**config.mk**
```make
export PLATFORM = sky130hd
export DESIGN_NAME = pc_sequencer_flat
export DESIGN_NICKNAME = d
export VERILOG_FILES = /design/src/rtl/pc_sequencer_if.sv /design/src/rtl/pc_sequencer.sv /design/src/flat_wrapper.sv
export SDC_FILE = /design/constraint.sdc
export NUM_CORES = 1
export LEC_CHECK = 0
export ABC_AREA = 1
export CORE_UTILIZATION = 35
export CTS_BUF_LIST = sky130_fd_sc_hd__clkbuf_4 sky130_fd_sc_hd__clkbuf_8 sky130_fd_sc_hd__clkbuf_16
export CTS_CLUSTER_SIZE = 20
export DETAILED_ROUTE_END_ITERATION = 16
export PLACE_DENSITY = 0.72
export SYNTH_ARGS = -nofsm -noshare
export SYNTH_HDL_FRONTEND = slang
export SYNTH_SLANG_ARGS = --single-unit
```
**constraint.sdc**
```tcl
create_clock -name i_clk -period 1.3 [get_ports i_clk]
set_input_delay 0.13 -clock i_clk [delete_from_list [all_inputs] [get_ports i_clk]]
set_output_delay 0.13 -clock i_clk [all_outputs]
set_load 0.03 [all_outputs]
```
**src/rtl/pc_sequencer_if.sv**
```systemverilog
// Fetch-control bus between the PC sequencer and the decode/fetch stages.
// Optional feature macro: PC_BRANCH_STATS_EN adds the taken_count signal.
interface pc_sequencer_if;
  logic        stall;
  logic        br_valid;
  logic        br_taken;
  logic [15:0] br_target;
  logic        halt_dec;
  logic        imem_ready;
  logic [15:0] pc;
  logic [15:0] pc_plus2;
  logic        fetch_req;
  logic        ifid_we;
  logic        ifid_flush;
  logic        halted;
`ifdef PC_BRANCH_STATS_EN
  logic [15:0] taken_count;
`endif

  // Sequencer side: consumes hazard/branch/memory status, drives PC and IF/ID controls.
  modport master (
    input  stall,
    input  br_valid,
    input  br_taken,
    input  br_target,
    input  halt_dec,
    input  imem_ready,
    output pc,
    output pc_plus2,
    output fetch_req,
    output ifid_we,
    output ifid_flush,
    output halted
`ifdef PC_BRANCH_STATS_EN
    , output taken_count
`endif
  );

  // Pipeline side: the mirror view.
  modport slave (
    output stall,
    output br_valid,
    output br_taken,
    output br_target,
    output halt_dec,
    output imem_ready,
    input  pc,
    input  pc_plus2,
    input  fetch_req,
    input  ifid_we,
    input  ifid_flush,
    input  halted
`ifdef PC_BRANCH_STATS_EN
    , input taken_count
`endif
  );
endinterface

```
**src/rtl/pc_sequencer.sv**
```systemverilog
// Fetch-stage PC controller: sequential advance, hold on hazard/memory wait,
// redirect to decode-resolved branch targets, drain of the in-flight fetch after
// a redirect, and a terminal HALT state left only through reset.
// Optional feature macro: PC_BRANCH_STATS_EN adds a saturating taken-redirect counter.
module pc_sequencer (
  input  logic          i_clk,
  input  logic          i_rst_n,
  pc_sequencer_if.master bus
);

  typedef enum logic [1:0] {StRun, StDrain, StHalt} state_e;

  state_e      r_state;
  state_e      w_state_d;
  logic [15:0] r_pc;
  logic [15:0] w_pc_d;
  logic [15:0] w_pc_plus2;
  logic        w_fetch_req;
  logic        w_ifid_we;
  logic        w_ifid_flush;
  logic        w_taken_acc;

  assign w_pc_plus2 = r_pc + 16'd2;

  // State and PC register.
  always_ff @(posedge i_clk or negedge i_rst_n) begin
    if (!i_rst_n) begin
      r_state <= StRun;
      r_pc    <= 16'h0000;
    end else begin
      r_state <= w_state_d;
      r_pc    <= w_pc_d;
    end
  end

  // Next-state, next-PC and fetch/IF-ID controls.
  always_comb begin
    w_state_d    = r_state;
    w_pc_d       = r_pc;
    w_fetch_req  = 1'b0;
    w_ifid_we    = 1'b0;
    w_ifid_flush = 1'b0;
    w_taken_acc  = 1'b0;
    unique case (r_state)
      StRun: begin
        w_fetch_req = 1'b1;
        if (bus.stall) begin
          // Hold everything; branch/halt are re-evaluated once the stall clears.
        end else if (bus.halt_dec) begin
          w_ifid_flush = 1'b1;
          w_state_d    = StHalt;
        end else if (bus.br_valid && bus.br_taken) begin
          w_pc_d       = {bus.br_target[15:1], 1'b0};
          w_ifid_flush = 1'b1;
          w_taken_acc  = 1'b1;
          // A fetch still outstanding belongs to the wrong path and must be dropped.
          w_state_d    = bus.imem_ready ? StRun : StDrain;
        end else if (bus.imem_ready) begin
          w_pc_d    = w_pc_plus2;
          w_ifid_we = 1'b1;
        end else begin
          w_ifid_flush = 1'b1;
        end
      end
      StDrain: begin
        w_ifid_flush = 1'b1;
        if (bus.imem_ready) begin
          w_state_d = StRun;
        end
      end
      StHalt: begin
        w_ifid_flush = 1'b1;
      end
      default: begin
        w_state_d = StRun;
      end
    endcase
  end

`ifdef PC_BRANCH_STATS_EN
  logic [15:0] r_taken_count;

  // Saturating count of accepted taken redirects.
  always_ff @(posedge i_clk or negedge i_rst_n) begin
    if (!i_rst_n) begin
      r_taken_count <= 16'h0000;
    end else if (w_taken_acc && (r_taken_count != 16'hFFFF)) begin
      r_taken_count <= r_taken_count + 16'd1;
    end
  end

  assign bus.taken_count = r_taken_count;
`else
  logic w_unused_taken_acc;
  assign w_unused_taken_acc = w_taken_acc;
`endif

  assign bus.pc         = r_pc;
  assign bus.pc_plus2   = w_pc_plus2;
  assign bus.fetch_req  = w_fetch_req;
  assign bus.ifid_we    = w_ifid_we;
  assign bus.ifid_flush = w_ifid_flush;
  assign bus.halted     = (r_state == StHalt);

endmodule

```
**src/flat_wrapper.sv**
```systemverilog
// flat-port wrapper written by rule: the top's interface ports become plain ports
module pc_sequencer_flat 
  (i_clk, i_rst_n, bus_stall, bus_br_valid, bus_br_taken, bus_br_target, bus_halt_dec, bus_imem_ready, bus_pc, bus_pc_plus2, bus_fetch_req, bus_ifid_we, bus_ifid_flush, bus_halted);
  pc_sequencer_if bus_i ();
  input  logic i_clk;
  input  logic i_rst_n;
  input wire logic [$bits(bus_i.stall)-1:0] bus_stall;
  input wire logic [$bits(bus_i.br_valid)-1:0] bus_br_valid;
  input wire logic [$bits(bus_i.br_taken)-1:0] bus_br_taken;
  input wire logic [$bits(bus_i.br_target)-1:0] bus_br_target;
  input wire logic [$bits(bus_i.halt_dec)-1:0] bus_halt_dec;
  input wire logic [$bits(bus_i.imem_ready)-1:0] bus_imem_ready;
  output wire logic [$bits(bus_i.pc)-1:0] bus_pc;
  output wire logic [$bits(bus_i.pc_plus2)-1:0] bus_pc_plus2;
  output wire logic [$bits(bus_i.fetch_req)-1:0] bus_fetch_req;
  output wire logic [$bits(bus_i.ifid_we)-1:0] bus_ifid_we;
  output wire logic [$bits(bus_i.ifid_flush)-1:0] bus_ifid_flush;
  output wire logic [$bits(bus_i.halted)-1:0] bus_halted;
  assign bus_i.stall = bus_stall;
  assign bus_i.br_valid = bus_br_valid;
  assign bus_i.br_taken = bus_br_taken;
  assign bus_i.br_target = bus_br_target;
  assign bus_i.halt_dec = bus_halt_dec;
  assign bus_i.imem_ready = bus_imem_ready;
  assign bus_pc = bus_i.pc;
  assign bus_pc_plus2 = bus_i.pc_plus2;
  assign bus_fetch_req = bus_i.fetch_req;
  assign bus_ifid_we = bus_i.ifid_we;
  assign bus_ifid_flush = bus_i.ifid_flush;
  assign bus_halted = bus_i.halted;
  pc_sequencer u_core (.i_clk(i_clk), .i_rst_n(i_rst_n), .bus(bus_i));
endmodule
```
**Word-level counts from Yosys, hierarchy flattened**

Index checks and enable logic that the tools add are counted.
W data, S select, Z words.

- Add/sub/neg operators: 1
- Eq/ne operators: 5
- Mux-type cells: 19
- Bitwise operators: 3
- Reductions and logical operators: 6

Operators by type and width:

| operator | number |
|---|---|
| $mux W16 | 2 |
| $add A16 B2 Y16 const B | 1 |
| $mux W1 | 11 |
| $mux W2 | 4 |
| $reduce_and A4 Y1 | 2 |
| $pmux W2 S3 | 1 |
| $ne A2 B2 Y1 const B | 2 |
| $ne A3 B2 Y1 const B | 1 |
| $not A1 Y1 | 3 |
| $eq A2 B1 Y1 const B | 1 |
| $eq A2 B2 Y1 const B | 1 |
| $logic_not A2 Y1 | 1 |
| $pmux W1 S2 | 1 |
| $reduce_bool A2 Y1 | 1 |
| $reduce_or A2 Y1 | 1 |
| $logic_and A1 B1 Y1 | 1 |

- Flip-flop bits (word level): 18
- Word-level logic and storage cells: 36

**Depth between registers and ports, before layout**

- Depth in word-level cells: 5
- Depth in mapped cells: 9
- Depth with buffers taken out: 9

**Worst setup path after synthesis**

Ideal clock, no wire load.

- Path type: register -> register
- Start point: register u_core.r_pc[2] (netlist: u_core.bus.pc[2])
- End point: register u_core.r_pc[5] (netlist: u_core.bus.pc[5])
- Library setup time: 77 ps
- Arrival: 1,761 ps
- Data required time: 1,223 ps
- Setup slack: -538 ps
- Cell stages (with the launch flop): 6
- Path buffers: 0
- Cell sequence: dfrtp_1 ha_1 nand3_1 xnor2_1 nand2_1 a21oi_1

- Cells in the longest elaborated chain, start to end: 3

RTL lines:

| item | RTL line | RTL |
|---|---|---|
| from (decl) | pc_sequencer.sv:15 | `logic [15:0] r_pc;` |
| from (signal assigned) | pc_sequencer.sv:32 | `r_pc <= w_pc_d;` |
| $add A16 B2 Y16 | pc_sequencer.sv:23 | `assign w_pc_plus2 = r_pc + 16'd2;` |
| named net bus_pc_plus2[5] | flat_wrapper.sv:14 | `output wire logic [$bits(bus_i.pc_plus2)-1:0] bus_pc_plus2;` |
| $mux W16 | pc_sequencer.sv:58 | `end else if (bus.imem_ready) begin` |
| $mux W16 | pc_sequencer.sv:52 | `end else if (bus.br_valid && bus.br_taken) begin` |

The timed path passes the listed nets, and every way through them passes these cells. The select of a mux whose other input is x is not followed.
A chain may end at the register's enable or synchronous reset.

**Worst setup path in the final report**

- Start point: register u_core.r_pc[2] (netlist: u_core.bus.pc[2])
- End point: output bus_pc_plus2[15]

- Cells in the longest elaborated chain, start to end: 1

RTL lines:

| item | RTL line |
|---|---|
| $add A16 B2 Y16 | pc_sequencer.sv:23 |
| to (decl) | flat_wrapper.sv:14 |

No other way between the ends.

==> metrics.csv <==
stage;metric;value;unit
floorplan;die_area;4000;sq um
placed_design;port_buffers;55;
worst_setup_path;cp_data_required_time;1.17;ns
cts;cts_made_buffers;3;
sta;finalClockSkew;0.00440;ns
detailed_routing;drc;0;
worst_setup_path;crit_type;reg -> out;
min_path;hp-class;in -> async;
floorplan;start_util;37.8;%
placed_design;place.gp.congestion;0.808;
worst_setup_path;endpoint_kind;primary output;
global_route;grt_pass1_vias;1621;
final_layout;diodes;0;
yosys;yosysTopAreaCell;dfrtp_1;
global_route;grtUsageTotal;22.8;%
worst_setup_path;start_kind;register;
cts;cts.path.max_buffers;2;
power_and_ir_drop;p_int;3.58;mW
job;cap_violations;0;
final_layout;num-nets-final;337;
final_layout;multi_input_area;1160;sq um
detailed_routing;drtIter0Drc;74;
floorplan;core;3470;sq um
sta;setup_viol;34;
cts;cts_tree;done;
power_and_ir_drop;ir_drop;1790;uV
sta;final.setup.worst_slack;-0.332;ns
cts;holdBufCountCts;0;
power_and_ir_drop;power_frac_clock;6.2;%
worst_setup_path;r2r_end;u_core.bus.pc[6];
yosys;yosysWarnings;0;
sta;drv_slew;0;
floorplan;rows;21;
cts;htree_levels;1;
global_route;antenna_found_initial;0;
cts;cts_sinks;17;
global_route;grt_pass1_wl;7260;um
worst_setup_path;reg2reg_from;u_core.r_state[0];
worst_setup_path;rr_worst_depth;10;
final_layout;utilization;80.2;%
run_status;status;finished with violations;
yosys;synth-seq-cells;17;
final_layout;design_area;2780;sq um
floorplan;die_h;63.2;um
detailed_routing;drt-total-wl;4610;um
cts;clock-root-buffer;clkbuf_8;
floorplan;die_x;63.2;um
detailed_routing;wl_per_cell;13.0;um
power_and_ir_drop;p_sw;3.53;mW
yosys;synth_area;1310;sq um
yosys;synth_cells;204;
yosys;yosys-top-cells-area;dfrtp_1, nand2_1, nor2_1, inv_1, nand3_1;
floorplan;num_io_pins;59;
worst_setup_path;worstPathArrival;1.50;ns
detailed_routing;vias_per_cell;4.78;
worst_setup_path;cp_max_fo;3;
final_layout;fillers;233;
global_route;grt_max_degree;19;
final_layout;regArea;435;sq um
placed_design;dpl.hpwl;2900;um
sta;max_freq;0.613;GHz
placed_design;place_area;2260;sq um
detailed_routing;ant_nets;0;
detailed_routing;vias;1691;
final_layout;drive_gt1_share;52.9;%
power_and_ir_drop;sequentialPowerShare;15.7;%
cts;worst_skew_pair.late_latency;0.26;ns
cts;clk_pin_slew;0.07;ns
global_route;gr-total-overflow;0;
yosys;synthDominantCellAreaShare;32.4;%
yosys;ys_seq_area_share;32.4;%
sta;hold_slack;0.202;ns
yosys;ys_types;24;
power_and_ir_drop;power_frac_comb;78.1;%
sta;rsz0062_at_grt;true;
power_and_ir_drop;p_per_area;2560;nW/um^2
power_and_ir_drop;switching_share;49.6;%
power_and_ir_drop;leakage;1.34;nW
final_layout;area_growth;112;%
worst_setup_path;reg2reg_setup_slack;-0.26;ns
sta;period_share;126;%
sta;fin_crit;1.63;ns
yosys;avgSynthCellArea;6.43;sq um
sta;final_hold_viol_count;0;
run_status;failed_checks;negative setup slack;
detailed_routing;drt_pre_antenna_iters;4;
==> flip-flops by register name, indices dropped and copies added, names as in the netlist <==
signal and cells:
u_core.bus.pc 15, u_core.r_state 2
==> what timing repair did <==
item                                    CTS  global route
resized for setup                        68            48
setup buffers                            15            11
endpoints found under the setup margin   46            38
pin swaps                                27            26
endpoints found under the hold margin     0             0
==> area by class of cell <==
class | count | share of cell area, %
multi-input cells | 159 | 41.6
repair buffers | 105 | 35.5
flip-flops and latches | 17 | 15.7
inverters | 23 | 3.47
well taps | 46 | 2.07
clock buffers | 4 | 1.76
==> worst max path at each step <==
stage / startpoint / end / slack (ns)
global placement: bus_imem_ready / u_core.r_state[1] / -0.12
finish: u_core.bus.pc[2] / bus_pc_plus2[15] / -0.33
floorplan: u_core.bus.pc[1] / u_core.bus.pc[8] / -0.14
global route: u_core.bus.pc[2] / bus_pc_plus2[15] / -0.43
detailed placement: bus_imem_ready / u_core.r_state[1] / -0.14
CTS: u_core.bus.pc[1] / bus_pc_plus2[15] / -0.34
==> critical path, stage by stage, from the launching register on <==
cell and delay, ns:
dfrtp_2 0.40, ha_4 0.16, buf_6 0.10, nand3_4 0.08, nor2_4 0.13, nand4_1 0.15, nand2_2 0.09, buf_6 0.12
==> cell usage after synthesis <==
master and n:
o21ai_0 4, nand2_2 1, nand4_1 6, inv_2 1, o22ai_1 1, o21bai_2 1, o21ai_1 1, conb_1 1
nand3_2 1, xor2_1 3, nor3_1 1, nor2_2 6, nor2_4 1, a21oi_1 7, nand2_1 69, xnor2_1 4
dfrtp_1 17, inv_1 22, nor2_1 30, ha_1 5, buf_4 2, buf_2 4, a31oi_1 1, nand3_1 15
==> layout by cell type (no fill, tap or decap), types with 2 or more instances in the layout <==
master / Yosys / layout
a21oi_2: 0 / 6
buf_4: 2 / 37
buf_6: 0 / 35
clkbuf_8: 0 / 3
clkdlybuf4s15_1: 0 / 2
clkdlybuf4s50_1: 0 / 21
conb_1: 1 / 2
dfrtp_1: 17 / 9
dfrtp_2: 0 / 8
dlygate4sd2_1: 0 / 9
ha_4: 0 / 4
inv_1: 22 / 13
inv_2: 1 / 8
nand2_1: 69 / 53
nand2_2: 1 / 13
nand2_4: 0 / 4
nand3_1: 15 / 9
nand3_2: 1 / 4
nand3_4: 0 / 3
nand4_1: 6 / 6
nor2_1: 30 / 15
nor2_2: 6 / 9
nor2_4: 1 / 13
o21ai_0: 4 / 2
o21ai_2: 0 / 2
xnor2_2: 0 / 3
xor2_2: 0 / 2
==> power by group through the flow <==
| stage | Sequential (mW) | Combinational, mW | Clock (mW) |
|---|---|---|---|
| floorplan | 1.54 | 2.30 | 0 |
| detailed placement | 1.10 | 4.48 | 0 |
| global placement | 1.09 | 4.42 | 0 |
| CTS | 1.09 | 5.13 | 0.461 |
| global route | 1.15 | 5.92 | 0.477 |
| finish | 1.12 | 5.55 | 0.441 |
==> cells by family (layout without fill, tap and decap cells) <==
kind of cell	after synthesis	count (layout)	share of synthesized area (%)
compound gates	15	15	6.39
other cells	1	2	0.286
fa+ha+maj	5	5	4.77
flops	17	17	32.4
xor+xnor	7	7	4.67
buf+inv	29	132	9.25
simple gates	130	130	42.2
==> metal layers <==
metal	vias up	global-route usage, %	share of wire (%)
met5	-	0	0
met4	0	7.39	2.6
met3	11	4.89	3.9
met2	49	40.6	51
met1	791	27.0	42
li1	840	-	-
==> per-stage QoR <==
stage               TNS, ns  std cells  setup slack, ns  power, mW
floorplan             -1.64        205           -0.145       3.84
detailed placement    -2.21        334           -0.144       5.58
finish                -7.35        354           -0.332       7.11
CTS                   -7.30        350           -0.335       6.68
global placement      -1.90        334           -0.124       5.51
global route          -9.80        354           -0.433       7.54
No activity file was read; power rests on OpenSTA's default activity.
